<file path="src/rtl/count_display.sv">
// Step-counter display back end: sequential binary-to-BCD conversion feeding a
// time-multiplexed three-digit seven-segment display with leading-zero blanking.
module count_display #(
   parameter int SCAN_DIV   = 50000,
   parameter int ACTIVE_LOW = 1
) (
   input  logic        clk,
   input  logic        rst,
   input  logic [7:0]  value,
   input  logic        update,
   output logic        busy,
   output logic        done,
   output logic [11:0] bcd,
   output logic [6:0]  seg,
   output logic [2:0]  an
);

   localparam int CNT_W = (SCAN_DIV > 2) ? $clog2(SCAN_DIV) : 1;
   localparam logic [CNT_W-1:0] CNT_MAX = CNT_W'(SCAN_DIV - 1);
   localparam logic [6:0] SEG_OFF = (ACTIVE_LOW != 0) ? 7'h7F : 7'h00;
   localparam logic [2:0] AN_OFF  = (ACTIVE_LOW != 0) ? 3'b111 : 3'b000;

   typedef enum logic [1:0] {IDLE, CONV, LOAD} state_t;

   state_t          state;
   logic [7:0]      shift;
   logic [11:0]     work;
   logic [2:0]      step;
   logic [11:0]     work_adj;
   logic [CNT_W-1:0] presc;
   logic [1:0]      digit;
   logic [3:0]      nib_p0;
   logic            blank_p0;
   logic [6:0]      seg_p0;
   logic [2:0]      an_p0;

   function automatic logic [3:0] add3(input logic [3:0] n);
      return (n >= 4'd5) ? n + 4'd3 : n;
   endfunction

   function automatic logic [6:0] seg7(input logic [3:0] n);
      case (n)
         4'd0: return 7'h3F;
         4'd1: return 7'h06;
         4'd2: return 7'h5B;
         4'd3: return 7'h4F;
         4'd4: return 7'h66;
         4'd5: return 7'h6D;
         4'd6: return 7'h7D;
         4'd7: return 7'h07;
         4'd8: return 7'h7F;
         4'd9: return 7'h6F;
         default: return 7'h00;
      endcase
   endfunction

   assign work_adj = {add3(work[11:8]), add3(work[7:4]), add3(work[3:0])};

   // Conversion FSM: capture, eight add-3/shift steps, then publish
   always_ff @(posedge clk) begin
      if (rst) begin
         state <= IDLE;
         busy  <= 1'b0;
         done  <= 1'b0;
         bcd   <= 12'h000;
         step  <= 3'd0;
      end else begin
         done <= 1'b0;
         case (state)
            IDLE: begin
               if (update) begin
                  shift <= value;
                  work  <= 12'h000;
                  step  <= 3'd0;
                  busy  <= 1'b1;
                  state <= CONV;
               end
            end
            CONV: begin
               work  <= {work_adj[10:0], shift[7]};
               shift <= {shift[6:0], 1'b0};
               step  <= step + 3'd1;
               if (step == 3'd7) state <= LOAD;
            end
            LOAD: begin
               bcd   <= work;
               done  <= 1'b1;
               busy  <= 1'b0;
               state <= IDLE;
            end
            default: state <= IDLE;
         endcase
      end
   end

   // Scan prescaler and digit index, free-running beside the FSM
   always_ff @(posedge clk) begin
      if (rst) begin
         presc <= '0;
         digit <= 2'd0;
      end else if (presc == CNT_MAX) begin
         presc <= '0;
         digit <= (digit == 2'd2) ? 2'd0 : digit + 2'd1;
      end else begin
         presc <= presc + CNT_W'(1);
      end
   end

   always_comb begin
      nib_p0   = bcd[3:0];
      blank_p0 = 1'b0;
      case (digit)
         2'd0: nib_p0 = bcd[3:0];
         2'd1: begin
            nib_p0   = bcd[7:4];
            blank_p0 = (bcd[11:8] == 4'd0) && (bcd[7:4] == 4'd0);
         end
         2'd2: begin
            nib_p0   = bcd[11:8];
            blank_p0 = (bcd[11:8] == 4'd0);
         end
         default: blank_p0 = 1'b1;
      endcase
      seg_p0 = blank_p0 ? 7'h00 : seg7(nib_p0);
      an_p0  = blank_p0 ? 3'b000 : (3'b001 << digit);
   end

   // Registered segment/anode drive, one cycle behind digit index and bcd
   always_ff @(posedge clk) begin
      if (rst) begin
         seg <= SEG_OFF;
         an  <= AN_OFF;
      end else begin
         seg <= (ACTIVE_LOW != 0) ? ~seg_p0 : seg_p0;
         an  <= (ACTIVE_LOW != 0) ? ~an_p0 : an_p0;
      end
   end

endmodule

</file>
<file path="config.mk">
export PLATFORM = sky130hd
export DESIGN_NAME = count_display
export DESIGN_NICKNAME = d
export VERILOG_FILES = /design/src/rtl/count_display.sv
export SDC_FILE = /design/constraint.sdc
export NUM_CORES = 1
export LEC_CHECK = 0
export CAP_MARGIN = 10
export CORE_MARGIN = 5
export CORE_UTILIZATION = 60
export DETAILED_ROUTE_END_ITERATION = 8
export PLACE_DENSITY = 0.93
export SYNTH_ARGS = -nofsm -noshare
export SYNTH_HDL_FRONTEND = slang
export SYNTH_SLANG_ARGS = --single-unit
</file>
<file path="constraint.sdc">
create_clock -name clk -period 6.5 [get_ports clk]
set_input_delay 0.65 -clock clk [delete_from_list [all_inputs] [get_ports clk]]
set_output_delay 0.65 -clock clk [all_outputs]
set_load 0.01 [all_outputs]
</file>
==> results of run 1 <==
-- flip-flops by register name, indices dropped and copies added, names as in the netlist --
| register | flops |
|---|---|
| bcd | 12 |
| seg | 7 |
| state | 2 |
| shift | 8 |
| work | 12 |
| presc | 16 |
| done | 1 |
| an | 3 |
| busy | 1 |
| step | 3 |
| digit | 2 |
-- worst max-delay path: stages --
cell	delay [ns]
clkdlybuf4s50_1	0.84
a211oi_1	1.04
o21ai_0	0.23
-- cell usage in the layout, fill, tap and decap left out, types with 5 or more instances in the layout --
cell type / netlist / layout
a211oi_1: 7 / 7
a21oi_1: 23 / 23
a22oi_1: 6 / 6
clkbuf_8: 0 / 11
clkdlybuf4s50_1: 0 / 34
dfxtp_1: 47 / 47
edfxtp_1: 20 / 20
ha_1: 20 / 20
inv_1: 15 / 15
nand2_1: 58 / 58
nand2b_1: 5 / 5
nand3_1: 7 / 7
nor2_1: 41 / 41
nor3_1: 7 / 7
nor4_1: 5 / 5
o211ai_1: 5 / 5
o21ai_0: 5 / 5
xnor2_1: 16 / 16
-- cell usage after synthesis --
cell type	instances
nand2_1	58
dfxtp_1	47
nor2_1	41
a21oi_1	23
edfxtp_1	20
ha_1	20
xnor2_1	16
inv_1	15
clkbuf_1	8
a211oi_1	7
nand3_1	7
nor3_1	7
a22oi_1	6
nand2b_1	5
nor4_1	5
o211ai_1	5
o21ai_0	5
a21o_1	4
mux2i_1	4
and2_1	3
nand4_1	3
nor2b_1	3
xor2_1	3
and3_1	1
buf_12	1
buf_6	1
nand4b_1	1
nand4bb_4	1
nor3b_1	1
o21bai_1	1
or4_1	1
or4_4	1
-- power by group --
part | leakage [nW] | internal [W] | switching [W] | total, W
Combinational | 0.680 | 0.0000253 | 0.0000302 | 0.0000556
Sequential | 0.578 | 0.000447 | 0.00000963 | 0.000457
Clock | 0.117 | 0.000219 | 0.000154 | 0.000374
-- per-layer routing --
layer  up-vias  GRT usage [%]  part of all wire (%)
met3         7           7.54                   6.1
li1       1173              -                     -
met2        71           32.9                    50
met4         0           7.09                  0.98
met1      1084           23.8                    43
met5         -              0                     0
-- stage by stage --
| stage | setup slack [ns] | utilization [%] | hold slack (ns) | instance area, um^2 | total power, W |
|---|---|---|---|---|---|
| after floorplan | 4.23 | - | 0.429 | 3060 | 0.000502 |
| after global placement | 3.73 | 68.1 | 0.440 | 3430 | 0.000518 |
| after detailed placement | 3.59 | 68.1 | 0.448 | 3430 | 0.000522 |
| after CTS | 3.93 | 72.5 | 0.465 | 3650 | 0.000891 |
| after global routing | 3.65 | 72.5 | 0.486 | 3650 | 0.000923 |
| final | 3.89 | 72.5 | 0.460 | 3650 | 0.000886 |
-- layout make-up --
class,instances,share of cell area (%)
clock buffers,12,4.83
repair buffers,35,9.52
clock inverters,4,1.23
flip-flops and latches,67,42.2
well taps,70,2.40
inverters,15,1.54
multi-input cells,232,38.3
-- final timing paths --
check / startpoint / to / slack (ns) / cells past startpoint
hold / removal: presc[0]$_SDFF_PP0_ / presc[0]$_SDFF_PP0_ / 0.46 / 1
setup / recovery: rst / seg[4]$_SDFF_PP1_ / 3.89 / 3
hold reg to reg: presc[0]$_SDFF_PP0_ / presc[0]$_SDFF_PP0_ / 0.46 / 1
setup reg to reg: digit[0]$_SDFFE_PP0N_ / seg[3]$_SDFF_PP1_ / 4.19 / 8
-- cell families (layout without fill, tap and decap cells) --
logic type / Yosys count / after routing / synth area share [%]
compound gates: 51 / 51 / 10.2
flops: 67 / 67 / 50.4
xor+xnor: 19 / 19 / 5.44
buf+inv: 25 / 66 / 3.85
mux: 4 / 4 / 1.31
fa+ha+maj: 20 / 20 / 8.18
simple gates: 138 / 138 / 20.6
==> results.md, run 1 <==
- Vias/cell: 5.37
- Relative slew slack: 28.6%
- I/O pins: 35
- Power density over the cells: 242 mW/mm^2
- N_diodes: 0
- Vias in the first global route: 2,282
- First-pass GRT wire length: 10.0 mm
- Area Growth Syn to Fin: 19.5%
- Sequential share of the synthesized area: 50.4%
- Max-slew violations: 0
- Least-Margin Pin Slew: 1.06 ns
- Setup_tns: 0 ns
- Via Count: 2,335
- Multi-input combinational cell area: 0.00140 mm^2
- Required time of the critical path: 6.66 ns
- Initial core utilization: 60.6%
- Grt ovf: 0
- Initial detailed-routing violation count: 110
- Residual DRC: 0
- CP Max Fanout: 24
- Arrival @ worst endpoint: 2.76 ns
- Antenna violations before repair: 0
- DRT Pass-1 Iters: 4
- CP Capture Type: flop
- Status: completed
- Peak VDD IR: 0.164 mV
- Fmax: 383 MHz
- Worst setup SP type: primary input
- Maxcap violations: 0
- Fin crit share: 40.1%
- Cell Count Post-Placement: 419
- Num CTS Buffers: 9
- Site Rows: 26
- CTS tree: yes
- Synth top area share: 30.8%
- Post-Layout Cell Count: 435
- H-tree lvl count: 3
- Fill count: 371
- Synth Instances: 324
- Yosys warnings: 0
- Sequential Area: 0.00154 mm^2
- Top cells by area, synth: dfxtp_1 31%, edfxtp_1 20%, ha_1 8.2%
- Hold buffer count at cts: 0
- Avg Cell Area, Syn: 9.44 um^2
- P_leak: 1.38 nW
- Setup bufs post-CTS: 0
- Largest net degree at the start of global routing: 25
- RSZ-0062 raised after global routing: no
- Root Driver: clkbuf_8
- Core ar.: 0.00504 mm^2
- CTS sink cnt: 67
- Die width: 81.4 um
- PortBufs: 34
- Final Hold Viols: 0
- GR Util All Layers: 20.0%
- Hold crit path type: flop to flop
- Die H: 81.4 um
- Final ANT Viol Nets: 0
- DR WL/cell: 13.4 um
- Die area: 0.00662 mm^2
- Post-Syn Area: 0.00306 mm^2
- Post-Route WL: 5.81 mm
- Cell variety after synth: 32
- Final setup viols: 0
- Synth area leader: dfxtp_1
- Post-DP HPWL: 4.07 mm
- Final Critical Period: 2.61 ns
- Setup CP Type: primary input to flop
- Worst-Skew Late Latency: 0.34 ns
- Clk_skew: 0.00941 ns
- Share of layout cells above drive strength 1: 5.21%
- Max Buffers Root-to-Sink: 2
- Placer Congestion: 0.811
- Syn nets: 355
- Synthesized flop and latch total: 67
- Post-CTS sizing: 0
- Worst-path clk slew: 0.07 ns
- Fin nets: 391
Note: power is estimated with default switching activity, not from simulation.
==> run 2, diff against run 1 <==
--- a/config.mk
+++ b/config.mk
@@ -7,9 +7,9 @@
 export LEC_CHECK = 0
 export CAP_MARGIN = 10
 export CORE_MARGIN = 5
-export CORE_UTILIZATION = 60
+export CORE_UTILIZATION = 55
 export DETAILED_ROUTE_END_ITERATION = 8
-export PLACE_DENSITY = 0.93
+export PLACE_DENSITY = 0.86
 export SYNTH_ARGS = -nofsm -noshare
 export SYNTH_HDL_FRONTEND = slang
 export SYNTH_SLANG_ARGS = --single-unit
==> constraint.sdc (replaced) <==
create_clock -name clk -period 2.55 [get_ports clk]
set_input_delay 0.255 -clock clk [delete_from_list [all_inputs] [get_ports clk]]
set_output_delay 0.255 -clock clk [all_outputs]
set_load 0.01 [all_outputs]
==> results.md, run 2 (synthesis gave the netlist of run 1 again) <==
- Arrival @ worst endpoint: 2.49 ns
- Final ANT Viol Nets: 0
- Reg-to-reg endpoint: seg[3]$_SDFF_PP1_
- Worst-Skew Late Latency: 0.34 ns
- Most flops, register: presc
- DR WL/cell: 13.1 um
- Power density over the cells: 588 mW/mm^2
- Worst reg2reg path startpoint: digit[0]$_SDFFE_PP0N_
- Commonest non-fill, non-tap cells in the layout: 58 x nand2_1, 47 x dfxtp_1, 41 x nor2_1
- Max-slew violations: 0
- Peak VDD IR: 0.431 mV
- Hold Crit Depth: 1
- Hold buffer count at cts: 0
- Core ar.: 0.00544 mm^2
- Top Registers: presc: 16 flops, bcd: 12 flops, work: 12 flops
- PortBufs: 34
- Maxcap violations: 0
- Clk_skew: 0.00614 ns
- GRT met1 Usage: 21.4%
- Worst setup SP type: flop
- Fin crit share: 90.0%
- Placer Congestion: 0.870
- Num CTS Buffers: 9
- Vias/cell: 5.30
- P_leak: 1.38 nW
- DRT Pass-1 Iters: 4
- Crit-path max cell delay: 0.47 ns
- Post-Route WL: 5.79 mm
- Setup_tns: 0 ns
- Grt peak-use layer: met2
- First-pass GRT wire length: 10.1 mm
- Post-DP Area: 0.00346 mm^2
- N_diodes: 0
- Final setup viols: 0
- Least-Margin Pin Slew: 0.801 ns
- Status: completed
- Site Rows: 27
- Final Hold Viols: 0
- Antenna violations before repair: 0
- Via Count: 2,338
- Fmax: 436 MHz
- Initial core utilization: 56.2%
- Hold crit path type: flop to flop
- Fin nets: 395
- Initial detailed-routing violation count: 180
- Relative slew slack: 46.6%
- Largest register FFs: 16
- Die H: 84.6 um
- Sink of the worst hold path: presc[0]$_SDFF_PP0_
- I/O pins: 35
- M3 GR Usage: 5.00%
- Min-delay src: presc[0]$_SDFF_PP0_
- Root Driver: clkbuf_8
- Worst reg-to-reg path cell count: 8
- Max Buffers Root-to-Sink: 2
- Final Critical Period: 2.30 ns
- CTS tree: yes
- Met2 GRT Util: 28.0%
- Reg2Reg Setup Slack: 0.25 ns
- Die width: 84.6 um
- CP delay by family, top: adder cells
- CP Cell Sequence: inv_1 > ha_1 > nor2_1 > a21oi_1 > inv_1 > ha_1 > mux2i_1 > o211ai_1
- GR Util All Layers: 17.5%
- Grt ovf: 0
- CP Capture Type: flop
- Vias in the first global route: 2,289
- CP Max Fanout: 11
- Setup bufs post-CTS: 0
- Required time of the critical path: 2.75 ns
- Die area: 0.00715 mm^2
- Share of layout cells above drive strength 1: 5.69%
- Post-DP HPWL: 4.13 mm
- Largest net degree at the start of global routing: 22
- Fill count: 420
- Worst Path Buf+Inv: 2
- H-tree lvl count: 3
- Residual DRC: 0
- Worst-path clk slew: 0.07 ns
- Area Growth Syn to Fin: 19.6%
- Slowest cell on the critical path: ha_1
- Setup CP Type: flop to flop
- RSZ-0062 raised after global routing: no
- Fin area: 0.00366 mm^2
- Post-CTS sizing: 0
- CTS sink cnt: 67
- Most common library cell in the layout ignoring fill and taps: nand2_1
-- run 2: cell count changes in the layout (fill, tap and decap cells not counted), sizes merged --
| cell | previous run | this run |
|---|---|---|
| buf | 1 | 5 |
| bufinv | 1 | 0 |
| clkbuf | 12 | 15 |
| clkinv | 3 | 1 |
-- run 2: metal layers --
| layer | up-vias | wire length, um |
|---|---|---|
| met3 | 13 | 272 |
| met4 | 0 | 127 |
| met2 | 50 | 2650 |
| li1 | 1186 | - |
| met1 | 1089 | 2740 |
| met5 | - | 0 |
-- run 2: layout make-up --
cell class              instances  area, um^2  share of cell area, %
inverters                      15        56.3                   1.54
clock buffers                  15         186                   5.10
clock inverters                 1        5.00                  0.137
multi-input cells             232        1400                   38.3
well taps                      72        90.1                   2.46
flip-flops and latches         67        1540                   42.2
repair buffers                 39         378                   10.3
-- run 2: worst register-to-register path, stage by stage, from the launching register on --
cell      delay, ns
dfxtp_1        0.41
inv_1          0.11
ha_1           0.47
nor2_1         0.07
a21oi_1        0.31
inv_1          0.15
ha_1           0.34
mux2i_1        0.18
o211ai_1       0.11
-- run 2: worst max path at each step --
stage / from / cells after the start / endpoint / slack, ns
5_1_grt: digit[1]$_SDFFE_PP0N_ / 8 / seg[3]$_SDFF_PP1_ / 0.03
4_1_cts: digit[0]$_SDFFE_PP0N_ / 8 / seg[3]$_SDFF_PP1_ / 0.27
3_5_place_dp: digit[0]$_SDFFE_PP0N_ / 8 / seg[3]$_SDFF_PP1_ / 0.30
6_report: digit[0]$_SDFFE_PP0N_ / 8 / seg[3]$_SDFF_PP1_ / 0.25
3_3_place_gp: digit[0]$_SDFFE_PP0N_ / 9 / seg[4]$_SDFF_PP1_ / 0.48
2_1_floorplan: digit[0]$_SDFFE_PP0N_ / 9 / seg[3]$_SDFF_PP1_ / 0.46
-- run 2: metrics by stage --
step	worst slack, ns	total power [W]	hold WS [ns]	util, %	instances
after floorplan	0.459	0.00128	0.429	-	324
after global placement	0.476	0.00133	0.439	63.7	425
after detailed placement	0.302	0.00133	0.462	63.7	425
after CTS	0.274	0.00217	0.477	67.2	441
after global routing	0.0332	0.00223	0.523	67.2	441
final	0.255	0.00215	0.473	67.2	441
-- run 2: report_power, final --
group / internal (W) / switching (W) / total [W]
Sequential: 0.00114 / 0.0000243 / 0.00116
Combinational: 0.0000678 / 0.0000794 / 0.000147
Clock: 0.000459 / 0.000378 / 0.000837
Total: 0.00167 / 0.000482 / 0.00215
==> run 3, diff against run 2 <==
--- a/config.mk
+++ b/config.mk
@@ -10,6 +10,7 @@
 export CORE_UTILIZATION = 55
 export DETAILED_ROUTE_END_ITERATION = 8
 export PLACE_DENSITY = 0.86
+export SETUP_SLACK_MARGIN = 0.5
 export SYNTH_ARGS = -nofsm -noshare
 export SYNTH_HDL_FRONTEND = slang
 export SYNTH_SLANG_ARGS = --single-unit
==> constraint.sdc (replaced) <==
create_clock -name clk -period 2.6 [get_ports clk]
set_input_delay 0.26 -clock clk [delete_from_list [all_inputs] [get_ports clk]]
set_output_delay 0.26 -clock clk [all_outputs]
set_load 0.01 [all_outputs]
==> results.md, run 3 (synthesis gave the netlist of run 1 again) <==
- PortBufs: 34
- Met1 WL: 2.71 mm
- Top Registers: presc: 16 flops, bcd: 12 flops, work: 12 flops
- Max Buffers Root-to-Sink: 2
- Most flops, register: presc
- Reg-to-reg endpoint: presc[10]$_SDFF_PP0_
- Met3 wire len: 304 um
- Worst setup path end: presc[10]$_SDFF_PP0_
- Num CTS Buffers: 9
- CP startpoint: presc[4]$_SDFF_PP0_
- P_leak: 1.38 nW
- Fmax: 511 MHz
- Met2 Routed Length: 2.84 mm
- Commonest non-fill, non-tap cells in the layout: 58 x nand2_1, 45 x dfxtp_1, 41 x nor2_1
- CTS tree: yes
- Power density over the cells: 582 mW/mm^2
- Hold crit path type: flop to flop
- Status: completed
- Residual DRC: 0
- N_diodes: 0
- GR Util All Layers: 17.6%
- Worst setup SP type: flop
- Die H: 84.6 um
- Final Hold Viols: 0
- CP Cell Sequence: or4_1 > or4_4 > nand2b_2 > nor2_1
- Arrival @ worst endpoint: 2.18 ns
- CP Max Fanout: 16
- Setup_tns: 0 ns
- Fin area: 0.00370 mm^2
- Top routing layer in use: met4
- Levels on crit path: 4
- Crit-path max cell delay: 0.57 ns
- Maxcap violations: 0
- Setup CP Type: flop to flop
- Placer Congestion: 0.870
- Slowest cell on the critical path: or4_4
- Core ar.: 0.00544 mm^2
- H-tree lvl count: 3
- CTS sink cnt: 67
- Post-Route WL: 5.97 mm
- RSZ-0062 raised after global routing: no
- Most common library cell in the layout ignoring fill and taps: nand2_1
- Worst reg2reg path startpoint: presc[4]$_SDFF_PP0_
- Final setup viols: 0
- Required time of the critical path: 2.82 ns
- DRT Pass-1 Iters: 4
- Largest register FFs: 16
- Final ANT Viol Nets: 0
- Die width: 84.6 um
- Final Critical Period: 1.96 ns
- Antenna violations before repair: 0
- Grt ovf: 0
- Fin crit share: 75.2%
- DR WL/cell: 13.5 um
- Clk_skew: 0.00846 ns
- Site Rows: 27
- Min-delay src: presc[0]$_SDFF_PP0_
- Via Count: 2,366
- First-pass GRT wire length: 10.1 mm
- Share of layout cells above drive strength 1: 8.11%
- Worst reg-to-reg path cell count: 4
- Post-DP Area: 0.00346 mm^2
- Relative slew slack: 46.6%
- Vias in the first global route: 2,292
- CP delay by family, top: simple AND/OR/NAND/NOR gates
- Max-slew violations: 0
- Worst-path clk slew: 0.07 ns
- CP Capture Type: flop
- Fin nets: 396
- Largest net degree at the start of global routing: 22
- Initial detailed-routing violation count: 208
- Worst Path Buf+Inv: 0
- Die area: 0.00715 mm^2
- Peak VDD IR: 0.462 mV
- Reg2Reg Setup Slack: 0.64 ns
- Initial core utilization: 56.2%
- Least-Margin Pin Slew: 0.800 ns
- Vias/cell: 5.35
- Area Growth Syn to Fin: 20.9%
- I/O pins: 35
- Post-DP HPWL: 4.11 mm
- Worst-Skew Late Latency: 0.34 ns
- Root Driver: clkbuf_8
-- run 3: report_power, final --
| group | switching, W | total (W) | internal (W) |
|---|---|---|---|
| combinational | 0.0000777 | 0.000144 | 0.0000668 |
| sequential | 0.0000241 | 0.00114 | 0.00112 |
| clock | 0.000370 | 0.000865 | 0.000495 |
| total | 0.000472 | 0.00215 | 0.00168 |
-- run 3: routing by layer --
layer | global-route usage [%] | vias up
li1 | - | 1185
met1 | 21.0 | 1111
met2 | 29.0 | 60
met3 | 5.40 | 10
met4 | 7.91 | 0
met5 | 0 | -
-- run 3: what timing repair did --
item	4_1_cts	5_1_grt
gates resized for setup	4	7
setup endpoints to repair	16	7
hold buffers	0	0
setup buffers	0	1
pin swaps	0	1
-- run 3: cell type report --
class / instances / area (um^2)
Sequential cell: 67 / 1540
Timing Repair Buffer: 40 / 383
Clock inverter: 2 / 35.0
Fill cell: 419 / 1740
Clock buffer: 14 / 163
Tap cell: 72 / 90.1
Multi-Input combinational cell: 232 / 1430
Inverter: 15 / 56.3
-- run 3: worst min path at each step --
stage,to,slack (ns),cells past startpoint
2_1_floorplan,presc[0]$_SDFF_PP0_,0.43,1
3_3_place_gp,presc[0]$_SDFF_PP0_,0.44,1
3_5_place_dp,presc[0]$_SDFF_PP0_,0.45,1
4_1_cts,presc[0]$_SDFF_PP0_,0.47,1
5_1_grt,presc[0]$_SDFF_PP0_,0.52,1
6_report,presc[0]$_SDFF_PP0_,0.47,1
-- run 3: metrics by stage --
stage          total power, W  worst slack, ns  instances  hold WS [ns]  util (%)
4_1_cts               0.00217            0.487        441         0.472      67.6
3_3_place_gp          0.00130            0.526        425         0.439      63.7
3_5_place_dp          0.00131            0.338        425         0.454      63.7
5_1_grt               0.00224            0.515        442         0.516      68.0
2_1_floorplan         0.00125            0.509        324         0.429         -
6_report              0.00215            0.644        442         0.465      68.0
